### config.mk
export PLATFORM = sky130hd
export DESIGN_NAME = prog_loader_flat
export DESIGN_NICKNAME = d
export VERILOG_FILES = /design/src/rtl/prog_loader_pkg.sv /design/src/rtl/prog_loader_if.sv /design/src/rtl/prog_loader_ram16x8.sv /design/src/rtl/prog_loader.sv /design/src/flat_wrapper.sv
export SDC_FILE = /design/constraint.sdc
export NUM_CORES = 1
export LEC_CHECK = 0
export CAP_MARGIN = 40
export CORE_ASPECT_RATIO = 0.75
export CORE_UTILIZATION = 50
export CTS_CLUSTER_SIZE = 8
export DETAILED_ROUTE_END_ITERATION = 10
export GPL_TIMING_DRIVEN = 0
export MAX_ROUTING_LAYER = met4
export PLACE_DENSITY = 0.77
export SYNTH_ARGS = -nofsm -noshare
export SYNTH_HDL_FRONTEND = slang
export SYNTH_HIERARCHICAL = 1
export SYNTH_SLANG_ARGS = --single-unit
### constraint.sdc
create_clock -name i_clk -period 3.1 [get_ports i_clk]
set_input_delay 0.465 -clock i_clk [delete_from_list [all_inputs] [get_ports i_clk]]
set_output_delay 0.465 -clock i_clk [all_outputs]
set_load 0.01 [all_outputs]
### src/rtl/prog_loader_pkg.sv
// Shared widths, loader state encoding and checksum helper for the 16x8 program store.
package prog_loader_pkg;

  localparam int ADDR_W = 4;
  localparam int DATA_W = 8;
  localparam int DEPTH  = 2 ** ADDR_W;

  typedef enum logic [1:0] {
    LD_IDLE = 2'd0,
    LD_LOAD = 2'd1,
    LD_DONE = 2'd2
  } ld_state_e;

  // Running image checksum, wraps modulo 2**DATA_W.
  function automatic logic [DATA_W-1:0] csum_add(
    input logic [DATA_W-1:0] sum,
    input logic [DATA_W-1:0] data
  );
    return sum + data;
  endfunction

endpackage

### src/rtl/prog_loader_if.sv
// Byte-stream load handshake, fetch port and loader status bundled for prog_loader.
interface prog_loader_if #(
  parameter int ADDR_W = prog_loader_pkg::ADDR_W,
  parameter int DATA_W = prog_loader_pkg::DATA_W
);

  logic              load_start;
  logic              in_valid;
  logic [DATA_W-1:0] in_data;
  logic              in_ready;
  logic [ADDR_W-1:0] fetch_addr;
  logic [DATA_W-1:0] fetch_data;
  logic              cpu_rst;
  logic              load_done;
  logic [DATA_W-1:0] checksum;

  modport master (
    output load_start,
    output in_valid,
    output in_data,
    output fetch_addr,
    input  in_ready,
    input  fetch_data,
    input  cpu_rst,
    input  load_done,
    input  checksum
  );

  modport slave (
    input  load_start,
    input  in_valid,
    input  in_data,
    input  fetch_addr,
    output in_ready,
    output fetch_data,
    output cpu_rst,
    output load_done,
    output checksum
  );

endinterface

### src/rtl/prog_loader_ram16x8.sv
// Program RAM: synchronous write, asynchronous read; read side matches rom16x8 timing.
module ram16x8 #(
  parameter int ADDR_W = prog_loader_pkg::ADDR_W,
  parameter int DATA_W = prog_loader_pkg::DATA_W
) (
  input  logic              i_clk,
  input  logic              i_we,
  input  logic [ADDR_W-1:0] i_waddr,
  input  logic [DATA_W-1:0] i_wdata,
  input  logic [ADDR_W-1:0] i_addr,
  output logic [DATA_W-1:0] o_data
);

  localparam int DEPTH = 2 ** ADDR_W;

  logic [DATA_W-1:0] r_mem [DEPTH];

  // Contents are deliberately not reset so a partial load survives RST.
  always_ff @(posedge i_clk) begin
    if (i_we) begin
      r_mem[i_waddr] <= i_wdata;
    end
  end

  assign o_data = r_mem[i_addr];

endmodule

### src/rtl/prog_loader.sv
// Program loader: streams a 16-byte image into ram16x8, holds the CPU in reset until complete.
module prog_loader #(
  parameter int ADDR_W = prog_loader_pkg::ADDR_W,
  parameter int DATA_W = prog_loader_pkg::DATA_W
) (
  input  logic         i_clk,
  input  logic         i_rst,
  prog_loader_if.slave bus
);

  import prog_loader_pkg::*;

  localparam int MEM_DEPTH = 2 ** ADDR_W;

  ld_state_e         r_state;
  ld_state_e         w_state_nxt;
  logic [ADDR_W-1:0] r_wr_ptr;
  logic [DATA_W-1:0] r_checksum;
  logic              r_cpu_rst;
  logic              r_load_done;

  logic              w_in_ready;
  logic              w_accept;
  logic              w_last;
  logic              w_restart;
  logic              w_we;

  assign w_in_ready = (r_state == LD_LOAD);
  assign w_accept   = bus.in_valid && w_in_ready;
  assign w_last     = (r_wr_ptr == ADDR_W'(MEM_DEPTH - 1));
  assign w_restart  = bus.load_start && ((r_state == LD_IDLE) || (r_state == LD_DONE));
  assign w_we       = w_accept && !i_rst;

  always_comb begin
    w_state_nxt = r_state;
    case (r_state)
      LD_IDLE: begin
        if (bus.load_start) begin
          w_state_nxt = LD_LOAD;
        end else begin
          w_state_nxt = LD_IDLE;
        end
      end
      LD_LOAD: begin
        if (w_accept && w_last) begin
          w_state_nxt = LD_DONE;
        end else begin
          w_state_nxt = LD_LOAD;
        end
      end
      LD_DONE: begin
        if (bus.load_start) begin
          w_state_nxt = LD_LOAD;
        end else begin
          w_state_nxt = LD_DONE;
        end
      end
      default: w_state_nxt = LD_IDLE;
    endcase
  end

  // Status flags are registered from the next state so they move on the edge entering DONE.
  always_ff @(posedge i_clk) begin
    if (i_rst) begin
      r_state     <= LD_IDLE;
      r_wr_ptr    <= {ADDR_W{1'b0}};
      r_checksum  <= {DATA_W{1'b0}};
      r_cpu_rst   <= 1'b1;
      r_load_done <= 1'b0;
    end else begin
      r_state     <= w_state_nxt;
      r_cpu_rst   <= (w_state_nxt != LD_DONE);
      r_load_done <= (w_state_nxt == LD_DONE);
      if (w_restart) begin
        r_wr_ptr   <= {ADDR_W{1'b0}};
        r_checksum <= {DATA_W{1'b0}};
      end else if (w_accept) begin
        r_wr_ptr   <= r_wr_ptr + ADDR_W'(1);
        r_checksum <= csum_add(r_checksum, bus.in_data);
      end else begin
        r_wr_ptr   <= r_wr_ptr;
        r_checksum <= r_checksum;
      end
    end
  end

  ram16x8 #(
    .ADDR_W (ADDR_W),
    .DATA_W (DATA_W)
  ) u_ram (
    .i_clk   (i_clk),
    .i_we    (w_we),
    .i_waddr (r_wr_ptr),
    .i_wdata (bus.in_data),
    .i_addr  (bus.fetch_addr),
    .o_data  (bus.fetch_data)
  );

  assign bus.in_ready  = w_in_ready;
  assign bus.cpu_rst   = r_cpu_rst;
  assign bus.load_done = r_load_done;
  assign bus.checksum  = r_checksum;

endmodule
### src/flat_wrapper.sv
// flat-port wrapper written by rule: the top's interface ports become plain ports
module prog_loader_flat import prog_loader_pkg::*;
#(
  parameter int ADDR_W = prog_loader_pkg::ADDR_W,
  parameter int DATA_W = prog_loader_pkg::DATA_W
)
  (i_clk, i_rst, bus_load_start, bus_in_valid, bus_in_data, bus_fetch_addr, bus_in_ready, bus_fetch_data, bus_cpu_rst, bus_load_done, bus_checksum);
  prog_loader_if #(.ADDR_W(ADDR_W), .DATA_W(DATA_W)) bus_i ();
  input  logic i_clk;
  input  logic i_rst;
  input wire logic [$bits(bus_i.load_start)-1:0] bus_load_start;
  input wire logic [$bits(bus_i.in_valid)-1:0] bus_in_valid;
  input wire logic [$bits(bus_i.in_data)-1:0] bus_in_data;
  input wire logic [$bits(bus_i.fetch_addr)-1:0] bus_fetch_addr;
  output wire logic [$bits(bus_i.in_ready)-1:0] bus_in_ready;
  output wire logic [$bits(bus_i.fetch_data)-1:0] bus_fetch_data;
  output wire logic [$bits(bus_i.cpu_rst)-1:0] bus_cpu_rst;
  output wire logic [$bits(bus_i.load_done)-1:0] bus_load_done;
  output wire logic [$bits(bus_i.checksum)-1:0] bus_checksum;
  assign bus_i.load_start = bus_load_start;
  assign bus_i.in_valid = bus_in_valid;
  assign bus_i.in_data = bus_in_data;
  assign bus_i.fetch_addr = bus_fetch_addr;
  assign bus_in_ready = bus_i.in_ready;
  assign bus_fetch_data = bus_i.fetch_data;
  assign bus_cpu_rst = bus_i.cpu_rst;
  assign bus_load_done = bus_i.load_done;
  assign bus_checksum = bus_i.checksum;
  prog_loader #(.ADDR_W(ADDR_W), .DATA_W(DATA_W)) u_core (.i_clk(i_clk), .i_rst(i_rst), .bus(bus_i));
endmodule
==> results.py, run 1 <==
metrics = {
    "status": {
        "status": "finished clean",
    },
    "flow_run": {
        "drv_cap": 0,
    },
    "floorplan": {
        "fp-row-count": 33,
        "die_x_um": 127,
        "die-area_mm2": 0.0122,
        "ioPinCount": 35,
        "core-area_mm2": 0.0112,
        "fp.dieH_um": 96.1,
        "start_util_pct": 52.7,
    },
    "layout": {
        "fin_nets": 405,
        "final_area_mm2": 0.00708,
        "n_antenna_cell": 0,
        "area_delta_synth_final_pct": 20.1,
        "drive_above_1_share_pct": 19.1,
        "fillCellCount": 778,
        "final_cells": 550,
    },
    "synthesis": {
        "ys_ff_latch": 144,
        "syn_nets": 349,
        "synth_area_mm2": 0.00590,
        "yosysWarnings": 6,
        "ys_seq_area_share_pct": 70.6,
        "synth_ff_type": "edfxtp_1",
        "syn_inst": 324,
        "synth_cell_types": 47,
        "synth-edff-count": 128,
        "synthArstFlopShare_pct": 0,
        "avgSynthCellArea_um2": 18.2,
    },
    "grt": {
        "antenna_found_initial": 0,
        "track_usage_pct": 22.0,
        "grt_max_degree": 19,
        "grt_pass1_wl_mm": 18.0,
        "grt_pass1_vias": 3155,
        "grt-ovfl-total": 0,
    },
    "drt": {
        "wl_per_cell_um": 21.4,
        "vias_per_cell": 5.90,
        "routed_wirelength_mm": 11.8,
        "antenna_left": 0,
        "vias": 3243,
        "drtIter0Drc": 275,
        "drc": 0,
        "drtPass1Iterations": 5,
    },
    "worst_setup_path": {
        "arrival_ns": 2.57,
        "cp_max_fo": 10,
        "rr_worst_depth": 6,
        "r2r-end": "u_core/u_ram/r_mem[0][4]",
        "endpoint": "bus_fetch_data[7]",
        "worstSetupStartpoint": "bus_fetch_addr[1]",
        "r2r-start": "u_core/r_state[0]",
        "end_kind": "primary output",
        "start_kind": "input pin",
        "critical_path_class": "in2out",
        "reg2reg_setup_slack_ns": 0.17,
        "required_ns": 2.63,
    },
    "clocking": {
        "clk_pin_slew_ns": 0.06,
        "cts_buffers": 17,
        "tritoncts": "yes",
        "cts_resized": 3,
        "cts_buffer_depth": 2,
        "cts_sinks": 144,
        "clock_latency_ns": 0.41,
        "htreeDepth": 4,
        "root_buffer": "clkbuf_16",
        "post-cts-setup-buffers": 0,
        "holdBufCountCts": 0,
    },
    "power_and_ir_drop": {
        "p_total_mw": 4.40,
        "worst_ir_drop_vdd_v": 0.000478,
        "power.density_mw_per_mm2": 621,
        "power_leakage_nw": 2.37,
    },
    "placement": {
        "post_dp_cell_area_mm2": 0.00645,
        "placed_cells": 518,
        "post-dp-hpwl_mm": 7.60,
        "numPortBuffers": 33,
        "gp_congestion": 0.846,
    },
    "sta": {
        "period_needed_ns": 3.03,
        "holdWs_ns": 0.484,
        "grt_setup_unrepaired": "false",
        "hold_viol": 0,
        "fmax_ghz": 0.330,
        "fin_skew_ns": 0.0101,
        "timing_worst_slew_pin_value_ns": 0.845,
        "slew_headroom_pct": 43.5,
        "drv_slew": 0,
        "period_share_pct": 97.8,
        "setup_violations": 0,
    },
    "worst_hold_path": {
        "hp-class": "reg2reg",
    },
}
[cell type report]
type | instances | area [um2] | share of cell area (%)
plain buffers | 12 | 109 | 1.54
clock buffers | 23 | 553 | 7.81
clock inverters | 9 | 60.1 | 0.848
inverters | 6 | 22.5 | 0.318
multi-input cells | 162 | 1630 | 23.0
flip-flops and latches | 144 | 4160 | 58.8
well taps | 157 | 196 | 2.77
repair buffers | 37 | 353 | 4.98
[how the worst min path moves through the flow]
| stage | from | endpoint | slack (ns) | depth (start not counted) |
|---|---|---|---|---|
| 6_report | u_core/bus.checksum[0] | u_core/bus.checksum[0] | 0.48 | 2 |
| 3_5_place_dp | u_core/bus.checksum[0] | u_core/bus.checksum[0] | 0.48 | 2 |
| 2_1_floorplan | u_core/r_state[1] | u_core/r_state[1] | 0.47 | 1 |
| 4_1_cts | u_core/bus.checksum[0] | u_core/bus.checksum[0] | 0.49 | 2 |
| 3_3_place_gp | u_core/bus.checksum[3] | u_core/bus.checksum[3] | 0.47 | 2 |
| 5_1_grt | u_core/bus.checksum[3] | u_core/bus.checksum[3] | 0.52 | 2 |
[cell usage in the layout (no fill, tap or decap), drive strengths merged, types with 10 or more instances in the layout]
cell,count
a21oi,10
a22oi,16
mux4,32
inv,11
nor2,22
clkbuf,26
dfxtp,16
clkdlybuf4s50,33
nand2,20
edfxtp,128
buf,10
[state kept, by name, summed over array words and instances, names as in the netlist]
register,count
u_core/bus.cpu_rst,1
u_core/bus.load_done,1
u_core/u_ram/r_mem,128
u_core/bus.checksum,8
u_core/r_wr_ptr,4
u_core/r_state,2
[per-layer routing]
metal | vias to the layer above | GRT usage (%) | part of all wire [%]
met3 | 18 | 4.22 | 6.5
li1 | 1437 | - | -
met4 | 0 | 9.03 | 1.0
met2 | 135 | 33.1 | 47
met5 | - | - | 0
met1 | 1653 | 29.9 | 45
[worst max-delay path, stage by stage]
cell and delay (ns):
clkdlybuf4s50_1 0.58, clkbuf_4 0.29, mux4_2 0.33, a22oi_1 0.31
nand2_1 0.10, clkdlybuf4s50_1 0.49
[logic make-up after synthesis]
kind of cell	synth area share [%]
buffers and inverters	2.10
AOI/OAI and AO/OA	5.09
adders and majority gates	2.04
muxes	13.1
and+or+nand+nor	6.49
DFF	70.6
xor gates and xnor gates	0.594
[report_power, final]
part           internal, mW  switching, mW  leakage, nW
Sequential             2.12        0.00710         1.28
Clock                  1.26          0.759        0.304
Combinational         0.118          0.138        0.790
[stage by stage]
| step | util [%] | setup slack (ns) | setup TNS, ns |
|---|---|---|---|
| floorplan | - | 0.595 | 0 |
| global placement | 57.4 | -0.419 | -8.70 |
| detailed placement | 57.6 | -0.148 | -2.45 |
| CTS | 63.2 | 0.000378 | 0 |
| global route | 63.3 | 0.0105 | 0 |
| finish | 63.3 | 0.0676 | 0 |
[cells in the mapped netlist (2+ instances only)]
| master | instances | area share [%] |
|---|---|---|
| mux4_2 | 18 | 6.9 |
| and2_1 | 2 | 0.21 |
| nor3_1 | 7 | 0.59 |
| xor2_1 | 2 | 0.30 |
| a22oi_1 | 16 | 2.0 |
| and2b_1 | 2 | 0.25 |
| inv_1 | 6 | 0.38 |
| xnor2_1 | 2 | 0.30 |
| nand4_1 | 3 | 0.32 |
| dfxtp_1 | 16 | 5.4 |
| edfxtp_1 | 128 | 65 |
| nand2_1 | 19 | 1.2 |
| nor2b_1 | 4 | 0.42 |
| mux4_1 | 14 | 6.2 |
| nand2b_1 | 2 | 0.21 |
| a211oi_1 | 2 | 0.25 |
| o21a_1 | 3 | 0.38 |
| nand3_1 | 3 | 0.25 |
| buf_2 | 3 | 0.25 |
| nand3b_1 | 2 | 0.25 |
| buf_6 | 4 | 0.76 |
| o21ai_0 | 2 | 0.17 |
| ha_1 | 8 | 1.7 |
| nor2_1 | 22 | 1.4 |
| a21oi_1 | 10 | 0.85 |
| clkdlybuf4s25_2 | 3 | 0.51 |
Note: power is estimated with default switching activity, not from simulation.
==> run 2: changes to the inputs <==
--- a/config.mk
+++ b/config.mk
@@ -6,14 +6,16 @@
 export NUM_CORES = 1
 export LEC_CHECK = 0
 export CAP_MARGIN = 40
-export CORE_ASPECT_RATIO = 0.75
+export CORE_ASPECT_RATIO = 1.25
 export CORE_UTILIZATION = 50
 export CTS_CLUSTER_SIZE = 8
 export DETAILED_ROUTE_END_ITERATION = 10
 export GPL_TIMING_DRIVEN = 0
 export MAX_ROUTING_LAYER = met4
 export PLACE_DENSITY = 0.77
+export SLEW_MARGIN = 0
 export SYNTH_ARGS = -nofsm -noshare
 export SYNTH_HDL_FRONTEND = slang
 export SYNTH_HIERARCHICAL = 1
 export SYNTH_SLANG_ARGS = --single-unit
+export TNS_END_PERCENT = 50
==> run 2 against run 1 <==
  * Routed wire length rose by 2.7%
  * Clock-buffer cell count fell by 3
  * Hold slack got worse by 0.0032 ns
  * Largest cell class unchanged
  * Core utilization fell by 2.1 points
  * Highest routed layer unchanged
  * Global-route usage fell by 0.27 points
  * Via count fell by 0.28%
  * Critical path depth did not move
  * Cell count fell by 3.5%
  * Critical endpoint is now bus_fetch_data[1]
  * Critical path type unchanged
==> results.py, run 2 (same netlist as run 1, synthesis figures left out) <==
metrics = {
    "layout": {
        "largest_reg_flops": 128,
        "final_cells": 531,
        "drive_above_1_share_pct": 18.1,
        "area_delta_synth_final_pct": 19.9,
        "final_cell_mix": "edfxtp_1, clkdlybuf4s50_1, nor2_1",
        "regMostFlops": "u_core/u_ram/r_mem",
        "n_antenna_cell": 0,
        "mostFrequentLayoutCell": "edfxtp_1",
        "fillCellCount": 813,
        "final_area_mm2": 0.00707,
        "fin_nets": 406,
    },
    "floorplan": {
        "fp-row-count": 44,
        "die-area_mm2": 0.0122,
        "die_x_um": 99.2,
        "core-area_mm2": 0.0116,
        "start_util_pct": 51.0,
        "fp.dieH_um": 123,
        "ioPinCount": 35,
    },
    "grt": {
        "grt_pass1_vias": 3234,
        "grt-ovfl-total": 0,
        "grt_pass1_wl_mm": 17.9,
        "track_usage_pct": 21.7,
        "grt_max_degree": 19,
        "antenna_found_initial": 0,
    },
    "worst_hold_path": {
        "hp-class": "reg2reg",
        "worstHoldEndpoint": "u_core/bus.checksum[0]",
        "holdCritStartpoint": "u_core/bus.checksum[0]",
        "hold_depth": 2,
    },
    "placement": {
        "post-dp-hpwl_mm": 7.57,
        "post_dp_cell_area_mm2": 0.00643,
        "gp_congestion": 0.869,
        "numPortBuffers": 33,
        "placed_cells": 500,
    },
    "worst_setup_path": {
        "rr_worst_depth": 6,
        "worstSetupPathDepth": 6,
        "critical_path_class": "in2out",
        "cp_slowest_cell": "clkdlybuf4s50_1",
        "crit_chain": "clkdlybuf4s50_1, clkbuf_4, mux4_1, a22oi_1, nand2_1, clkdlybuf4s50_1",
        "end_kind": "primary output",
        "start_kind": "input pin",
        "critPathBufInv": 3,
        "required_ns": 2.63,
        "r2r-end": "u_core/u_ram/r_mem[4][4]",
        "crit_top_cell": "clkdlybuf4s50_1",
        "critPathTopFamily": "buffers and inverters",
        "max_stage_delay_ns": 0.60,
        "reg2reg_setup_slack_ns": 0.17,
        "arrival_ns": 2.58,
        "r2r-start": "u_core/r_state[1]",
        "cp_max_fo": 10,
    },
    "drt": {
        "antenna_left": 0,
        "wl_per_cell_um": 22.8,
        "drtPass1Iterations": 5,
        "vias_per_cell": 6.09,
        "drc": 0,
        "vias": 3234,
        "drtIter0Drc": 238,
        "routed_wirelength_mm": 12.1,
    },
    "clocking": {
        "clock_latency_ns": 0.41,
        "htreeDepth": 4,
        "post-cts-setup-buffers": 0,
        "cts_buffer_depth": 2,
        "clk_pin_slew_ns": 0.05,
        "tritoncts": "yes",
        "root_buffer": "clkbuf_16",
        "cts_sinks": 144,
        "cts_buffers": 17,
    },
    "flow_run": {
        "drv_cap": 0,
    },
    "power_and_ir_drop": {
        "power.density_mw_per_mm2": 639,
        "power_leakage_nw": 2.38,
        "worst_ir_drop_vdd_v": 0.000486,
    },
    "sta": {
        "slew_headroom_pct": 43.2,
        "timing_worst_slew_pin_value_ns": 0.849,
        "period_needed_ns": 3.04,
        "grt_setup_unrepaired": "false",
        "drv_slew": 0,
        "fin_skew_ns": 0.00525,
        "fmax_ghz": 0.328,
        "setup_violations": 0,
        "hold_viol": 0,
        "period_share_pct": 98.2,
    },
    "status": {
        "status": "finished clean",
    },
}
## run 2: worst register-to-register path: stages, from the launching register on
cell	delay, ns
dfxtp_1	0.33
and2b_2	0.26
nand2_2	0.15
nor2_1	0.59
nand3b_1	0.32
nor3_1	0.72
buf_4	0.27
## run 2: timing repair
action,4_1_cts,5_1_grt
hold endpoints to repair,0,0
hold buffers,0,0
gates resized for setup,2,4
setup endpoints to repair,4,4
## run 2: layout make-up
cell class	count	area [um2]	area share (%)
Inverter	6	22.5	0.318
Clock inverter	11	189	2.67
Timing Repair Buffer	38	358	5.06
Clock buffer	20	437	6.17
Tap cell	138	173	2.44
Sequential cell	144	4160	58.9
Buffer	12	109	1.54
Multi-Input combinational cell	162	1620	22.9
## run 2: how the worst max path moves through the flow
stage,slack [ns],startpoint,to
after global routing,0.02,bus_fetch_addr[1],bus_fetch_data[3]
after global placement,-0.42,bus_in_valid,u_core/u_ram/r_mem[0][3]
after detailed placement,-0.40,bus_in_valid,u_core/u_ram/r_mem[0][3]
final,0.06,bus_fetch_addr[1],bus_fetch_data[1]
after floorplan,0.60,u_core/r_state[1],u_core/u_ram/r_mem[0][0]
after CTS,0.04,bus_fetch_addr[1],bus_fetch_data[1]
## run 2: stage by stage
stage	setup WS, ns	TNS (ns)	util (%)	hold WS (ns)	total power [mW]
5_1_grt	0.0160	0	61.2	0.515	4.64
3_5_place_dp	-0.396	-5.91	55.6	0.474	2.42
2_1_floorplan	0.595	0	-	0.466	2.30
4_1_cts	0.0424	0	61.1	0.485	4.55
3_3_place_gp	-0.416	-8.98	55.4	0.466	2.41
6_report	0.0554	0	61.2	0.481	4.52
## run 2: routing by layer
| metal | GRT usage (%) | vias up | part of all wire, % |
|---|---|---|---|
| met4 | 8.09 | 0 | 1.9 |
| met1 | 25.0 | 1646 | 39 |
| met5 | - | - | 0 |
| li1 | - | 1434 | - |
| met2 | 37.2 | 133 | 54 |
| met3 | 5.31 | 21 | 5.2 |
## run 2: report_power, final
part           internal [mW]  leakage, nW  total (mW)  switching, mW
registers               2.12         1.28        2.13        0.00686
logic                  0.117        0.800       0.253          0.136
clock network           1.42        0.300        2.14          0.724
==> run 3: changes to the inputs <==
--- a/config.mk
+++ b/config.mk
@@ -10,7 +10,6 @@
 export CORE_UTILIZATION = 50
 export CTS_CLUSTER_SIZE = 8
 export DETAILED_ROUTE_END_ITERATION = 10
-export GPL_TIMING_DRIVEN = 0
 export MAX_ROUTING_LAYER = met4
 export PLACE_DENSITY = 0.77
 export SLEW_MARGIN = 0
==> run 3 against run 2 <==
  * Core utilization increased by 0.48 points
  * Routed wire length increased by 2.4%
  * Sequential cell count unchanged
  * Combinational power decreased by 2%
  * Power decreased by 2.9%
  * Critical path type unchanged
  * Highest routed layer unchanged
==> results.py, run 3 (same netlist as run 1, synthesis figures left out) <==
metrics = {
    "worst_setup_path": {
        "cp_max_fo": 32,
        "required_ns": 2.63,
        "endpoint": "bus_fetch_data[6]",
        "reg2reg_setup_slack_ns": 0.93,
        "crit_chain": "clkdlybuf4s50_1, buf_12, mux4_2, a22oi_1, nand2_1, clkdlybuf4s50_1",
        "max_stage_delay_ns": 0.52,
        "arrival_ns": 2.45,
        "rr_worst_depth": 6,
        "end_kind": "primary output",
        "cp_slowest_cell": "clkdlybuf4s50_1",
        "r2r-end": "u_core/u_ram/r_mem[0][3]",
        "start_kind": "input pin",
        "critical_path_class": "in2out",
        "crit_top_cell": "clkdlybuf4s50_1",
        "worstSetupStartpoint": "bus_fetch_addr[1]",
        "r2r-start": "u_core/r_state[1]",
    },
    "status": {
        "status": "finished clean",
    },
    "sta": {
        "grt_setup_unrepaired": "false",
        "fin_ws_ns": 0.184,
        "setup_violations": 0,
        "drv_slew": 0,
        "fmax_ghz": 0.343,
        "fin_skew_ns": 0.00637,
        "period_share_pct": 94.1,
        "final.setup.tns_ns": 0,
        "slew_headroom_pct": 56.2,
        "hold_viol": 0,
        "timing_worst_slew_pin_value_ns": 0.655,
        "period_needed_ns": 2.92,
        "holdWs_ns": 0.495,
    },
    "layout": {
        "final_cell_mix": "edfxtp_1, clkdlybuf4s50_1, buf_4",
        "largest_reg_flops": 128,
        "drive_above_1_share_pct": 20.2,
        "fin_nets": 417,
        "mostFrequentLayoutCell": "edfxtp_1",
        "regMostFlops": "u_core/u_ram/r_mem",
        "area_delta_synth_final_pct": 20.8,
        "n_antenna_cell": 0,
    },
    "clocking": {
        "cts_buffer_depth": 2,
        "root_buffer": "clkbuf_16",
        "post-cts-setup-buffers": 0,
        "cts_resized": 0,
        "holdBufCountCts": 0,
        "cts_sinks": 144,
        "htreeDepth": 4,
        "clock_latency_ns": 0.41,
        "tritoncts": "yes",
        "cts_buffers": 17,
        "clk_pin_slew_ns": 0.05,
    },
    "drt": {
        "antenna_left": 0,
        "wl_per_cell_um": 22.8,
        "top_layer": "met4",
        "drc": 0,
        "wl_met3_um": 680,
        "vias": 3278,
        "wl_met1_mm": 4.86,
        "vias_per_cell": 6.04,
        "drtIter0Drc": 234,
        "routed_wirelength_mm": 12.4,
        "drtPass1Iterations": 7,
        "route.met2.wl_mm": 6.60,
    },
    "power_and_ir_drop": {
        "worst_ir_drop_vdd_v": 0.000339,
        "power_leakage_nw": 2.42,
        "power.density_mw_per_mm2": 616,
        "p_total_mw": 4.39,
    },
    "flow_run": {
        "drv_cap": 0,
    },
    "grt": {
        "grt_max_degree": 33,
        "track_usage_pct": 22.5,
        "antenna_found_initial": 0,
        "grt_pass1_wl_mm": 18.6,
        "grt_pass1_vias": 3250,
        "grt-ovfl-total": 0,
    },
    "floorplan": {
        "fp-row-count": 44,
        "ioPinCount": 35,
        "die-area_mm2": 0.0122,
        "start_util_pct": 51.0,
        "core-area_mm2": 0.0116,
        "die_x_um": 99.2,
        "fp.dieH_um": 123,
    },
    "worst_hold_path": {
        "hold_depth": 2,
        "hp-class": "reg2reg",
    },
    "placement": {
        "post-dp-hpwl_mm": 7.86,
        "numPortBuffers": 34,
        "gp_congestion": 0.799,
        "place_ws_ns": 0.185,
    },
}
-- run 3: how the worst min path moves through the flow --
stage                                 from                endpoint  slack (ns)
CTS                 u_core/bus.checksum[3]  u_core/bus.checksum[3]        0.50
global route        u_core/bus.checksum[3]  u_core/bus.checksum[3]        0.52
finish              u_core/bus.checksum[0]  u_core/bus.checksum[0]        0.50
floorplan                u_core/r_state[1]       u_core/r_state[1]        0.47
detailed placement  u_core/bus.checksum[3]  u_core/bus.checksum[3]        0.49
global placement    u_core/bus.checksum[3]  u_core/bus.checksum[3]        0.47
-- run 3: worst max-delay path: cells and delay by family --
| family | cells | cell delay [ns] |
|---|---|---|
| buffers and inverters | 3 | 1.24 |
| muxes | 1 | 0.36 |
| AOI/OAI and AO/OA | 1 | 0.28 |
| and+or+nand+nor | 1 | 0.11 |
-- run 3: where the power goes --
part | internal (mW) | leakage, nW | switching, mW
Combinational | 0.118 | 0.863 | 0.131
Sequential | 2.12 | 1.28 | 0.00684
Clock | 1.26 | 0.281 | 0.756
Total | 3.50 | 2.42 | 0.895
-- run 3: layout make-up --
| class | instances | area, um2 |
|---|---|---|
| Clock buffer | 18 | 429 |
| Tap cell | 138 | 173 |
| Fill cell | 828 | 4430 |
| Multi-Input combinational cell | 162 | 1610 |
| Sequential cell | 144 | 4160 |
| Inverter | 6 | 22.5 |
| Clock inverter | 14 | 165 |
| Timing Repair Buffer | 61 | 563 |
-- run 3: per-stage QoR --
step,util [%],instances,area [um2]
finish,61.7,543,7130
global route,61.7,543,7130
CTS,61.7,543,7130
detailed placement,56.5,511,6530
global placement,56.5,511,6530
floorplan,-,324,5900
-- run 3: per-layer routing --
metal	vias to the layer above	global-route usage, %
met5	-	-
met4	0	8.09
met3	16	5.31
met2	134	37.9
met1	1661	26.6
li1	1467	-
